--- config.mk ---
export PLATFORM = sky130hd
export DESIGN_NAME = channel_error_injector
export DESIGN_NICKNAME = d
export VERILOG_FILES = /design/src/rtl/chan_pkg.sv /design/src/rtl/chan_lfsr16.sv /design/src/rtl/channel_error_injector.sv
export SDC_FILE = /design/constraint.sdc
export NUM_CORES = 1
export LEC_CHECK = 0
export ABC_AREA = 1
export BUFFER_PORTS_ARGS = -buffer_cell sky130_fd_sc_hd__buf_4
export CORE_ASPECT_RATIO = 1.2
export CORE_MARGIN = 3
export CORE_UTILIZATION = 50
export DETAILED_ROUTE_END_ITERATION = 16
export GPL_TIMING_DRIVEN = 0
export HOLD_SLACK_MARGIN = 0.02
export PLACE_DENSITY_LB_ADDON = 0.25
export REMOVE_ABC_BUFFERS = 1
export SLEW_MARGIN = 20
export SYNTH_ARGS = -nofsm -noshare
export SYNTH_HDL_FRONTEND = slang
export SYNTH_SLANG_ARGS = --single-unit
--- constraint.sdc ---
create_clock -name clk -period 13.8 [get_ports clk]
set_clock_uncertainty 0.15 [all_clocks]
set_input_delay 2.76 -clock clk [delete_from_list [all_inputs] [get_ports clk]]
set_output_delay 2.76 -clock clk [all_outputs]
set_load 0.005 [all_outputs]
--- src/rtl/chan_pkg.sv ---
// rtl/chan_pkg.sv - shared types and LFSR constants for the channel error injector
package chan_pkg;

  typedef enum logic [1:0] {CH_PASS, CH_BURST, CH_RAND, CH_RSVD} chan_mode_t;

  localparam logic [15:0] LFSR_TAPS    = 16'hB400;
  localparam logic [15:0] LFSR_DEFAULT = 16'hACE1;

  // One Galois step: shift right, fold the taps back in when a one falls out.
  function automatic logic [15:0] lfsr_step(input logic [15:0] s);
    return s[0] ? ((s >> 1) ^ LFSR_TAPS) : (s >> 1);
  endfunction

endpackage

--- src/rtl/chan_lfsr16.sv ---
// rtl/chan_lfsr16.sv - 16-bit Galois LFSR with load and advance controls
module chan_lfsr16
  import chan_pkg::*;
(
  input  logic        clk,
  input  logic        rst,
  input  logic        load,
  input  logic        adv,
  input  logic [15:0] seed,
  output logic [15:0] state
);

  // A load with adv set means the seed was consumed this cycle, so step past it.
  always_ff @(posedge clk) begin
    if (rst) begin
      state <= seed;
    end else if (load) begin
      state <= adv ? lfsr_step(seed) : seed;
    end else if (adv) begin
      state <= lfsr_step(state);
    end
  end

endmodule

--- src/rtl/channel_error_injector.sv ---
// rtl/channel_error_injector.sv - channel model that corrupts encoded symbols and counts errors
module channel_error_injector
  import chan_pkg::*;
#(
  parameter int          CNT_W     = 8,
  parameter int          STAT_W    = 16,
  parameter logic [15:0] LFSR_SEED = 16'hACE1
) (
  input  logic              clk,
  input  logic              rst,
  input  logic              cfg_load,
  input  logic [1:0]        mode,
  input  logic [CNT_W-1:0]  period_len,
  input  logic [CNT_W-1:0]  burst_len,
  input  logic [1:0]        bit_sel,
  input  logic [7:0]        rand_thresh,
  input  logic              valid_i,
  input  logic [1:0]        d_in,
  output logic              valid_o,
  output logic [1:0]        d_out,
  output logic [1:0]        err_o,
  output logic [STAT_W-1:0] bad_bit_ct,
  output logic [STAT_W-1:0] word_ct
);

  localparam logic [15:0] SEED = (LFSR_SEED == 16'h0) ? LFSR_DEFAULT : LFSR_SEED;

  chan_mode_t       sh_mode;
  logic [CNT_W-1:0] sh_period, sh_burst, pos;
  logic [1:0]       sh_sel;
  logic [7:0]       sh_thresh;
  logic [15:0]      lfsr_state;

  // A cfg_load word is processed with the incoming config, pos=0 and the seed.
  chan_mode_t       eff_mode;
  logic [CNT_W-1:0] eff_period, eff_burst, eff_pos, pos_next;
  logic [1:0]       eff_sel, mask;
  logic [7:0]       eff_thresh;
  logic [15:0]      eff_lfsr;
  logic             hit, burst_active;

  assign eff_mode   = cfg_load ? chan_mode_t'(mode) : sh_mode;
  assign eff_period = cfg_load ? period_len  : sh_period;
  assign eff_burst  = cfg_load ? burst_len   : sh_burst;
  assign eff_sel    = cfg_load ? bit_sel     : sh_sel;
  assign eff_thresh = cfg_load ? rand_thresh : sh_thresh;
  assign eff_pos    = cfg_load ? '0          : pos;
  // All-zero is the Galois lock-up state; treat it as a reload rather than stalling.
  assign eff_lfsr   = (cfg_load || lfsr_state == 16'h0) ? SEED : lfsr_state;

  assign burst_active = (eff_mode == CH_BURST) && (eff_period != '0);
  assign pos_next     = (eff_pos == eff_period - CNT_W'(1)) ? '0 : eff_pos + CNT_W'(1);

  always_comb begin
    hit = 1'b0;
    if (eff_period != '0) begin
      case (eff_mode)
        CH_BURST: hit = (eff_burst >= eff_period) || (eff_pos >= eff_period - eff_burst);
        CH_RAND:  hit = eff_lfsr[7:0] < eff_thresh;
        default:  hit = 1'b0;
      endcase
    end
    mask = hit ? eff_sel : 2'b00;
  end

  chan_lfsr16 u_lfsr (
    .clk   (clk),
    .rst   (rst),
    .load  (cfg_load || lfsr_state == 16'h0),
    .adv   (valid_i && eff_mode == CH_RAND),
    .seed  (SEED),
    .state (lfsr_state)
  );

  // Saturating statistics; cfg_load restarts them from zero.
  logic [STAT_W-1:0] base_bad, base_word, bad_next, word_next;
  logic [STAT_W:0]   bad_sum, word_sum;

  assign base_bad  = cfg_load ? '0 : bad_bit_ct;
  assign base_word = cfg_load ? '0 : word_ct;
  assign bad_sum   = {1'b0, base_bad} + (STAT_W+1)'(mask[0]) + (STAT_W+1)'(mask[1]);
  assign word_sum  = {1'b0, base_word} + (STAT_W+1)'(1);
  assign bad_next  = bad_sum[STAT_W]  ? '1 : bad_sum[STAT_W-1:0];
  assign word_next = word_sum[STAT_W] ? '1 : word_sum[STAT_W-1:0];

  always_ff @(posedge clk) begin
    if (rst) begin
      sh_mode    <= CH_PASS;
      sh_period  <= '0;
      sh_burst   <= '0;
      sh_sel     <= '0;
      sh_thresh  <= '0;
      pos        <= '0;
      valid_o    <= 1'b0;
      d_out      <= '0;
      err_o      <= '0;
      bad_bit_ct <= '0;
      word_ct    <= '0;
    end else begin
      if (cfg_load) begin
        sh_mode   <= chan_mode_t'(mode);
        sh_period <= period_len;
        sh_burst  <= burst_len;
        sh_sel    <= bit_sel;
        sh_thresh <= rand_thresh;
      end
      valid_o    <= valid_i;
      err_o      <= valid_i ? mask : 2'b00;
      if (valid_i) begin
        d_out <= d_in ^ mask;
      end
      pos        <= (valid_i && burst_active) ? pos_next : eff_pos;
      bad_bit_ct <= valid_i ? bad_next  : base_bad;
      word_ct    <= valid_i ? word_next : base_word;
    end
  end

endmodule
### After elaboration in Yosys (flattened, before gate mapping)

Index checks and enable logic that the tools add are counted.

| cells by class | value |
|---|---|
| multiply operators | 0 |
| $lt $le $gt $ge | 3 |
| equal/unequal tests | 3 |
| add/sub/neg operators | 6 |
| div/mod/pow operators | 0 |
| mux-type cells | 22 |
| reductions and logical operators | 9 |
| shift operators | 0 |
| bitwise logic cells | 3 |

Operators with widths:

| cell | count |
|---|---|
| $mux 16 | 9 |
| $mux 8 | 7 |
| $add 16x1->17 | 1 |
| $add 16x1->17 const B | 1 |
| $add 17x1->17 | 1 |
| $ge 8x8->1 | 2 |
| $logic_not 16->1 | 1 |
| $mux 15 | 1 |
| $add 8x1->8 const B | 1 |
| $eq 8x8->1 | 1 |
| $lt 8x8->1 | 1 |
| $reduce_bool 8->1 | 1 |
| $sub 8x1->8 const B | 1 |
| $sub 8x8->8 | 1 |
| $mux 2 | 3 |
| $not 3->4 | 1 |
| $logic_and 1x1->1 | 3 |
| $eq 2x1->1 const B | 1 |
| $eq 2x2->1 const B | 1 |
| $logic_or 1x1->1 | 2 |
| $pmux 1 s2 | 1 |
| $reduce_bool 2->1 | 1 |
| $reduce_or 2->1 | 1 |
| $xor 2x2->2 | 1 |
| 2 further kinds | 2 |

| storage, ports and cells | value |
|---|---|
| memories | 0 |
| memory bits (read-only) | 0 |
| output and inout bits | 37 |
| bits in latches | 0 |
| input port bits | 34 |
| bits in writable memories | 0 |
| flip-flop bits (word level) | 89 |

### Longest topological paths before layout

Gate-level depths: netlist (run 1).

| depth | value |
|---|---|
| word-level depth | 11 |
| depth in mapped cells | 38 |
| gate-level depth less buffers | 33 |

### By module

A second synthesis (run 1) with hierarchy kept.

| unflattened totals | value |
|---|---|
| cell total of the unflattened synthesis | 784 |
| area total of the unflattened synthesis | 5765.5 um^2 |

Modules (own cells, without submodules):

| module | cells an instance | sequential area each (um^2) | instances | area an instance (um^2) |
|---|---|---|---|---|
| channel_error_injector | 652 | 1461.4 | 1 | 4790.8 |
| chan_lfsr16 | 132 | 480.5 | 1 | 974.7 |

### Least setup slack after synthesis (run 1)

Ideal clock, no wire load.

| timing path | value |
|---|---|
| path type | input to register |
| start | input port cfg_load |
| end | register bad_bit_ct[11] |
| arrival time | 7.609 ns |
| path slack | 5.984 ns |
| cell stages on the path | 36 |
| path buffers | 6 |
| data required time | 13.593 ns |
| cells stage by stage | buf_6 buf_6 buf_2 buf_2 buf_2 mux2i_1 ha_1 nand3_1 nand2_1 a21oi_1 o21bai_1 a21o_1 a21oi_1 xor2_1 ha_1 nand2_1 nor2_1 nand4_1 o2111ai_1 o21ai_0 nand2_1 nand3_1 fa_1 inv_1 ha_1 nand3_2 nor2_2 nand2_2 nor2_4 nand2_1 inv_1 nand4_1 buf_2 nand3_1 nand2_1 inv_1 |

| between the ends | value |
|---|---|
| word-level cells in the longest chain between the ends | 11 |
| elaborated cells between the ends (all ways) | 24 |
| those cells by class | add/sub (3); order compare (3); eq/ne (2); mux (13); reduce/logical (3) |

RTL lines:

| item | RTL line | text |
|---|---|---|
| from (decl) | channel_error_injector.sv:11 | `input logic cfg_load,` |
| $mux 8 | -- |  |
| $sub 8x8->8 | channel_error_injector.sv:58 | `CH_BURST: hit = (eff_burst >= eff_period) \|\| (eff_pos >= eff_period - eff_burst);` |
| $ge 8x8->1 | channel_error_injector.sv:58 |  |
| $logic_or 1x1->1 | channel_error_injector.sv:58 |  |
| $pmux 1 s2 | channel_error_injector.sv:57 | `case (eff_mode)` |
| $mux 1 | channel_error_injector.sv:56 | `if (eff_period != '0) begin` |
| $mux 2 | channel_error_injector.sv:63 | `mask = hit ? eff_sel : 2'b00;` |
| $add 16x1->17 | channel_error_injector.sv:81 | `assign bad_sum = {1'b0, base_bad} + (STAT_W+1)'(mask[0]) + (STAT_W+1)'(mask[1]);` |
| $add 17x1->17 | channel_error_injector.sv:81 |  |
| $mux 16 | channel_error_injector.sv:83 | `assign bad_next = bad_sum[STAT_W] ? '1 : bad_sum[STAT_W-1:0];` |
| $mux 16 (*) | channel_error_injector.sv:113 | `bad_bit_ct <= valid_i ? bad_next : base_bad;` |
| to (signal assigned) | channel_error_injector.sv:113 |  |
| to (decl) | channel_error_injector.sv:22 | `output logic [STAT_W-1:0] bad_bit_ct,` |

Mark *: on every way between the ends. The rest lies on a longest branch, timed or not.
A chain may end at the register's enable or synchronous reset.

### Worst setup path after layout (run 1)

| timing path | value |
|---|---|
| start | input port cfg_load |
| end | register bad_bit_ct[11] |

| between the ends | value |
|---|---|
| word-level cells in the longest chain between the ends | 11 |
| elaborated cells between the ends (all ways) | 24 |
| those cells by class | add/sub (3); order compare (3); eq/ne (2); mux (13); reduce/logical (3) |

RTL lines:

| item | RTL line | text |
|---|---|---|
| $mux 8 (*) | -- |  |
| net eff_period[3] | channel_error_injector.sv:36 | `logic [CNT_W-1:0] eff_period, eff_burst, eff_pos, pos_next;` |
| $sub 8x8->8 | channel_error_injector.sv:58 |  |
| $ge 8x8->1 | channel_error_injector.sv:58 |  |
| $logic_or 1x1->1 | channel_error_injector.sv:58 |  |
| $pmux 1 s2 | channel_error_injector.sv:57 |  |
| $mux 1 (*) | channel_error_injector.sv:56 |  |
| $mux 2 (*) | channel_error_injector.sv:63 |  |
| $add 16x1->17 | channel_error_injector.sv:81 |  |
| $add 17x1->17 (*) | channel_error_injector.sv:81 |  |
| $mux 16 (*) | channel_error_injector.sv:83 |  |
| $mux 16 (*) | channel_error_injector.sv:113 |  |

The timed path passes the listed nets; every way through them passes the cells marked *.

==> flow_summary.yaml, run 1 <==
outcome:
  status: "completed"
cells_and_area:
  layoutNonFillerInstCount: 924
  multi_input_area_um2: 2907
  syn2layout_area_growth_pct: 16.21
  seqCellArea_um2: 1782
  drive_gt1_frac: 0.1817
  fillers: 930
  layout.nets: 860
  antenna_cells: 0
clock_tree:
  cts_tree: "done"
  post_cts_buffers: 0
  htreeDepth: 3
  ctsHoldBuffers: 0
  clkSinkCount: 89
  clockBufferDepth: 2
  cts.repair.resized: 0
  cts_made_buffers: 9
  clock-root-buffer: "clkbuf_16"
  cts.reportedPaths.clkPinSlew_ns: 0.06
  clk_latency_ns: 0.35
die:
  dieArea_um2: 11820
  die_h_um: 118.5
  initial_core_util: 0.5190
  die_w_um: 99.74
  rows: 40
  pin_count: 71
  core_um2: 10160
yosys:
  synth_area_um2: 5273
  synth-edff-count: 0
  synth-seq-cells: 89
  yosys_warnings: 0
  synth_most_common_cell: "nand2_1"
  synth.top_cell.area_share: 0.3379
  synth-main-ff-cell: "dfxtp_1"
  yosysTopAreaCell: "dfxtp_1"
  yosys-top-cells-count: "nand2_1 (128), inv_1 (107), nor2_1 (97), dfxtp_1 (89), a21oi_1 (45)"
  synth_seq_area_share: 0.3379
  synthTopCellsByArea: "dfxtp_1 (34%), nand2_1 (9.1%), inv_1 (7.6%)"
  postSynthAreaPerCell_um2: 7.183
  async_flop_share: 0
  synthCells: 734
  synth_cell_types: 49
setup_path:
  critPathMaxFanout: 63
  crit_path_top_delay_cell: "buf_4"
  worst_ep_required_time_ns: 13.94
  cp_data_arrival_time_ns: 8.82
  end_kind: "flip-flop"
  cpPeakStageDelay_ns: 0.64
  crit_top_cell: "nand2_1"
  setup.worst_path.start_class: "input port"
  critPathKind: "input port to flip-flop"
routing:
  vias_per_cell: 5.207
  drc: 0
  avgRoutedWirePerCell_um: 13.01
  vias: 4811
  drt-total-wl_um: 12020
  ant_nets: 0
  dr.pass1.iters: 4
  drt_iter0_markers: 152
global_routing:
  grt_pass1_vias: 4741
  grtUsageTotal: 0.2128
  grt_max_degree: 64
  antenna_found_initial: 0
  grt_first_pass_wirelength_um: 20690
  grt.overflow.total: 0
pwr:
  power_density_nw_per_um2: 100.2
  ir_drop_mv: 0.06240
  p_leak_nw: 2.811
  p_total_w: 0.0006141
timing:
  rsz0062_at_grt: "false"
  report.final.slew_viol_count: 0
  finalSetupViolations: 0
  slew_headroom: 0.4280
  tightest_slew_ns: 0.8580
  fin_setup_tns_ns: 0
  hold_viol: 0
  fin_crit_sh: 0.6290
  fin_hold_ws_ns: 0.3188
  layout_min_cycle_time_ns: 8.680
  max_freq_mhz: 115.2
placed_design:
  port-buffer-count: 70
  dp.cells: 909
  gp_congestion: 0.8663
  dpl.hpwl_um: 8803
min_path:
  min-delay-path-class: "flip-flop to flip-flop"
job:
  maxCapViolations: 0
[state kept, by name, summed over array words and instances, names as in the netlist]
register / flops
bad_bit_ct: 16
u_lfsr.state: 16
word_ct: 16
pos: 8
sh_burst: 8
sh_period: 8
sh_thresh: 8
d_out: 2
err_o: 2
sh_mode: 2
sh_sel: 2
valid_o: 1
[area by class of cell]
| class | instances | share of cell area |
|---|---|---|
| clock inverter | 2 | 0.006126 |
| tap | 126 | 0.02573 |
| clock buffer | 13 | 0.04248 |
| timing repair buffer | 70 | 0.08577 |
| inverter | 122 | 0.07474 |
| multi-input combinational | 502 | 0.4744 |
| sequential | 89 | 0.2908 |
[layer usage]
metal	up-vias	share of wire	GRT usage
met5	-	0	0
met4	0	0.027	0.09223
met3	25	0.046	0.04664
met2	117	0.49	0.3664
met1	2203	0.43	0.2500
li1	2466	-	-
[worst paths after layout]
kind	slack (ns)	to	startpoint	depth (start not counted)
max reg2reg	8.19	bad_bit_ct[11]$_SDFF_PP0_	sh_period[2]$_SDFF_PP0_	31
max	5.12	bad_bit_ct[11]$_SDFF_PP0_	cfg_load	31
min	0.32	sh_burst[0]$_SDFF_PP0_	sh_burst[0]$_SDFF_PP0_	2
min reg2reg	0.32	sh_burst[0]$_SDFF_PP0_	sh_burst[0]$_SDFF_PP0_	2
[critical path: cells and delay by family]
kind,cells,cell delay (ns)
adders and majority gates,4,1.32
AOI/OAI and AO/OA,6,0.91
buffers and inverters,5,1.37
xor gates and xnor gates,1,0.09
and+or+nand+nor,15,2.29
[layout by cell type, fill, tap and decap left out, types with 4 or more instances in the layout]
cell | synthesis | layout
or2_2 | 7 | 7
nand4_1 | 19 | 19
buf_4 | 1 | 70
nor2_4 | 5 | 5
xnor2_1 | 6 | 6
nor3_1 | 7 | 7
nor2_2 | 13 | 13
a21oi_1 | 45 | 45
nand2_2 | 7 | 7
inv_1 | 107 | 107
o21ai_2 | 4 | 4
dfxtp_1 | 89 | 89
xor2_1 | 20 | 20
nor2_1 | 97 | 97
clkbuf_16 | 0 | 9
o22ai_1 | 6 | 6
o21ai_0 | 30 | 30
inv_2 | 14 | 14
nor3_2 | 4 | 4
nand3_1 | 27 | 27
nand2_1 | 128 | 128
ha_1 | 30 | 30
mux2i_1 | 14 | 14
[where the power goes]
| part | total, W | switching [W] | internal, W |
|---|---|---|---|
| Combinational | 0.0000953 | 0.0000576 | 0.0000377 |
| Clock | 0.000250 | 0.000100 | 0.000149 |
| Sequential | 0.000269 | 0.00000383 | 0.000265 |
| Total | 0.000614 | 0.000162 | 0.000452 |
[logic make-up after synthesis]
logic type,Yosys count,synth area share
AO/OA/AOI/OAI,106,0.1172
XOR/XNOR,27,0.04628
adder cells (fa/ha/maj),32,0.07879
buffers and inverters,143,0.1108
flip-flops,89,0.3379
multiplexers,14,0.02658
AND/OR/NAND/NOR,323,0.2824
[through the flow]
stage            util  cell area (um^2)  setup WS, ns
2_1_floorplan       -              5146         6.763
6_report       0.6031              6127         5.120
3_3_place_gp   0.5738              5829         4.860
5_1_grt        0.6031              6127         4.487
3_5_place_dp   0.5738              5829         4.760
4_1_cts        0.6031              6127         5.071
Power figures use the tool's default switching activity.
==> run 2, diff against run 1 <==
==> constraint.sdc (replaced) <==
create_clock -name clk -period 7.9 [get_ports clk]
set_clock_uncertainty 0.15 [all_clocks]
set_input_delay 1.58 -clock clk [delete_from_list [all_inputs] [get_ports clk]]
set_output_delay 1.58 -clock clk [all_outputs]
set_load 0.005 [all_outputs]
==> flow_summary.yaml, run 2 (synthesis gave the netlist of run 1 again) <==
timing:
  setup_slack_ns: 0.6543
  rsz0062_at_grt: "false"
  slew_headroom: 0.5785
  max_freq_mhz: 138.0
  fin_hold_ws_ns: 0.3188
  hold_viol: 0
  fin_crit_sh: 0.9172
  finalSetupViolations: 0
  fin_setup_tns_ns: 0
  layout_min_cycle_time_ns: 7.246
  tightest_slew_ns: 0.6316
  report.final.slew_viol_count: 0
global_routing:
  grt_pass1_vias: 4741
  grt_first_pass_wirelength_um: 20690
  antenna_found_initial: 0
  grtUsageTotal: 0.2128
  grt_max_degree: 64
  grt.overflow.total: 0
clock_tree:
  clock-root-buffer: "clkbuf_16"
  clk_latency_ns: 0.35
  cts_made_buffers: 9
  cts.reportedPaths.clkPinSlew_ns: 0.06
  clkSinkCount: 89
  clockBufferDepth: 2
  cts_tree: "done"
  htreeDepth: 3
  post_cts_buffers: 0
cells_and_area:
  drive_gt1_frac: 0.1817
  utilization: 0.6034
  layout.nets: 860
  largest_registers: "bad_bit_ct x16, u_lfsr.state x16, word_ct x16"
  fillers: 931
  final_cell_mix: "nand2_1 (128), inv_1 (107), nor2_1 (97), dfxtp_1 (89), buf_4 (69)"
  layoutNonFillerInstCount: 924
  final_common_cell: "nand2_1"
  antenna_cells: 0
  syn2layout_area_growth_pct: 16.28
setup_path:
  critPathMaxFanout: 63
  worstSetupStartpoint: "cfg_load"
  critPathKind: "input port to flip-flop"
  reg2reg_from: "sh_period[2]$_SDFF_PP0_"
  crit_path_top_delay_cell: "fa_1"
  worst_ep_required_time_ns: 8.04
  setup.worst_path.start_class: "input port"
  cpPeakStageDelay_ns: 0.47
  crit_family: "simple AND/OR/NAND/NOR gates"
  cp_num_buf_inv: 5
  end_kind: "flip-flop"
  crit_top_cell: "nand2_1"
  cp_data_arrival_time_ns: 7.39
routing:
  vias_per_cell: 5.208
  dr.pass1.iters: 4
  drt-total-wl_um: 12020
  drt_iter0_markers: 152
  ant_nets: 0
  vias: 4812
  drc: 0
  avgRoutedWirePerCell_um: 13.01
placed_design:
  port-buffer-count: 70
  gp_congestion: 0.8663
  place_ws_ns: 0.04015
  dp.cells: 909
  dpl.hpwl_um: 8803
pwr:
  pwr-share-seq: 0.438
  p_sw_frac: 0.2635
  p_int_w: 0.0007902
  p_leak_nw: 2.812
  combPwrFrac: 0.155
  ir_drop_mv: 0.1090
  switchingPower_w: 0.0002827
  power_density_nw_per_um2: 175.0
  p_clk_frac: 0.407
die:
  dieArea_um2: 11820
  rows: 40
  die_h_um: 118.5
  die_w_um: 99.74
  core_um2: 10160
  initial_core_util: 0.5190
  pin_count: 71
outcome:
  status: "completed"
job:
  maxCapViolations: 0
min_path:
  hp-start: "sh_burst[0]$_SDFF_PP0_"
  min-delay-path-class: "flip-flop to flip-flop"
## run 2: power by group through the flow
stage | sequential [W] | clock, W | combinational (W)
2_1_floorplan | 0.000478 | 0 | 0.000110
3_3_place_gp | 0.000479 | 0 | 0.000160
3_5_place_dp | 0.000480 | 0 | 0.000165
4_1_cts | 0.000470 | 0.000441 | 0.000167
5_1_grt | 0.000471 | 0.000463 | 0.000190
6_report | 0.000470 | 0.000436 | 0.000167
## run 2: worst reg2reg max path, delay by kind of cell (launching register included)
kind / cells / cell delay (ns)
and+or+nand+nor: 14 / 2.09
adders and majority gates: 4 / 1.32
AOI/OAI and AO/OA: 8 / 1.26
DFF: 1 / 0.32
buffers and inverters: 4 / 0.31
xor gates and xnor gates: 1 / 0.09
## run 2: path summary, 6_finish.rpt
check	to	slack (ns)	cells past startpoint
worst max-delay path	bad_bit_ct[11]$_SDFF_PP0_	0.65	31
worst min register to register	sh_burst[0]$_SDFF_PP0_	0.32	2
worst max register to register	bad_bit_ct[11]$_SDFF_PP0_	2.29	31
worst min-delay path	sh_burst[0]$_SDFF_PP0_	0.32	2
## run 2: cell type report
class / count / area (um^2) / area share
inverters: 122 / 457.9 / 0.07469
repair buffers: 70 / 529.3 / 0.08633
flip-flops and latches: 89 / 1782 / 0.2906
well taps: 126 / 157.7 / 0.02571
multi-input cells: 502 / 2907 / 0.4741
clock buffers: 13 / 260.3 / 0.04245
clock inverters: 2 / 37.54 / 0.006122
## run 2: repair_timing
action                                  4_1_cts  5_1_grt
resized for setup                             0        1
endpoints found under the setup margin        0       11
hold buffers                                  0        0
hold endpoints to repair                      0        0
## run 2: through the flow
stage               total power (W)  instance area (um^2)
CTS                        0.001078                  6127
floorplan                 0.0005889                  5146
global placement          0.0006390                  5829
detailed placement        0.0006450                  5829
global route               0.001124                  6131
finish                     0.001073                  6131
## run 2: layer usage
metal | track usage | vias up | routed length [um]
li1 | - | 2466 | -
met1 | 0.2500 | 2204 | 5211
met2 | 0.3664 | 117 | 5931
met3 | 0.04664 | 25 | 557
met4 | 0.09223 | 0 | 322
met5 | 0 | - | 0
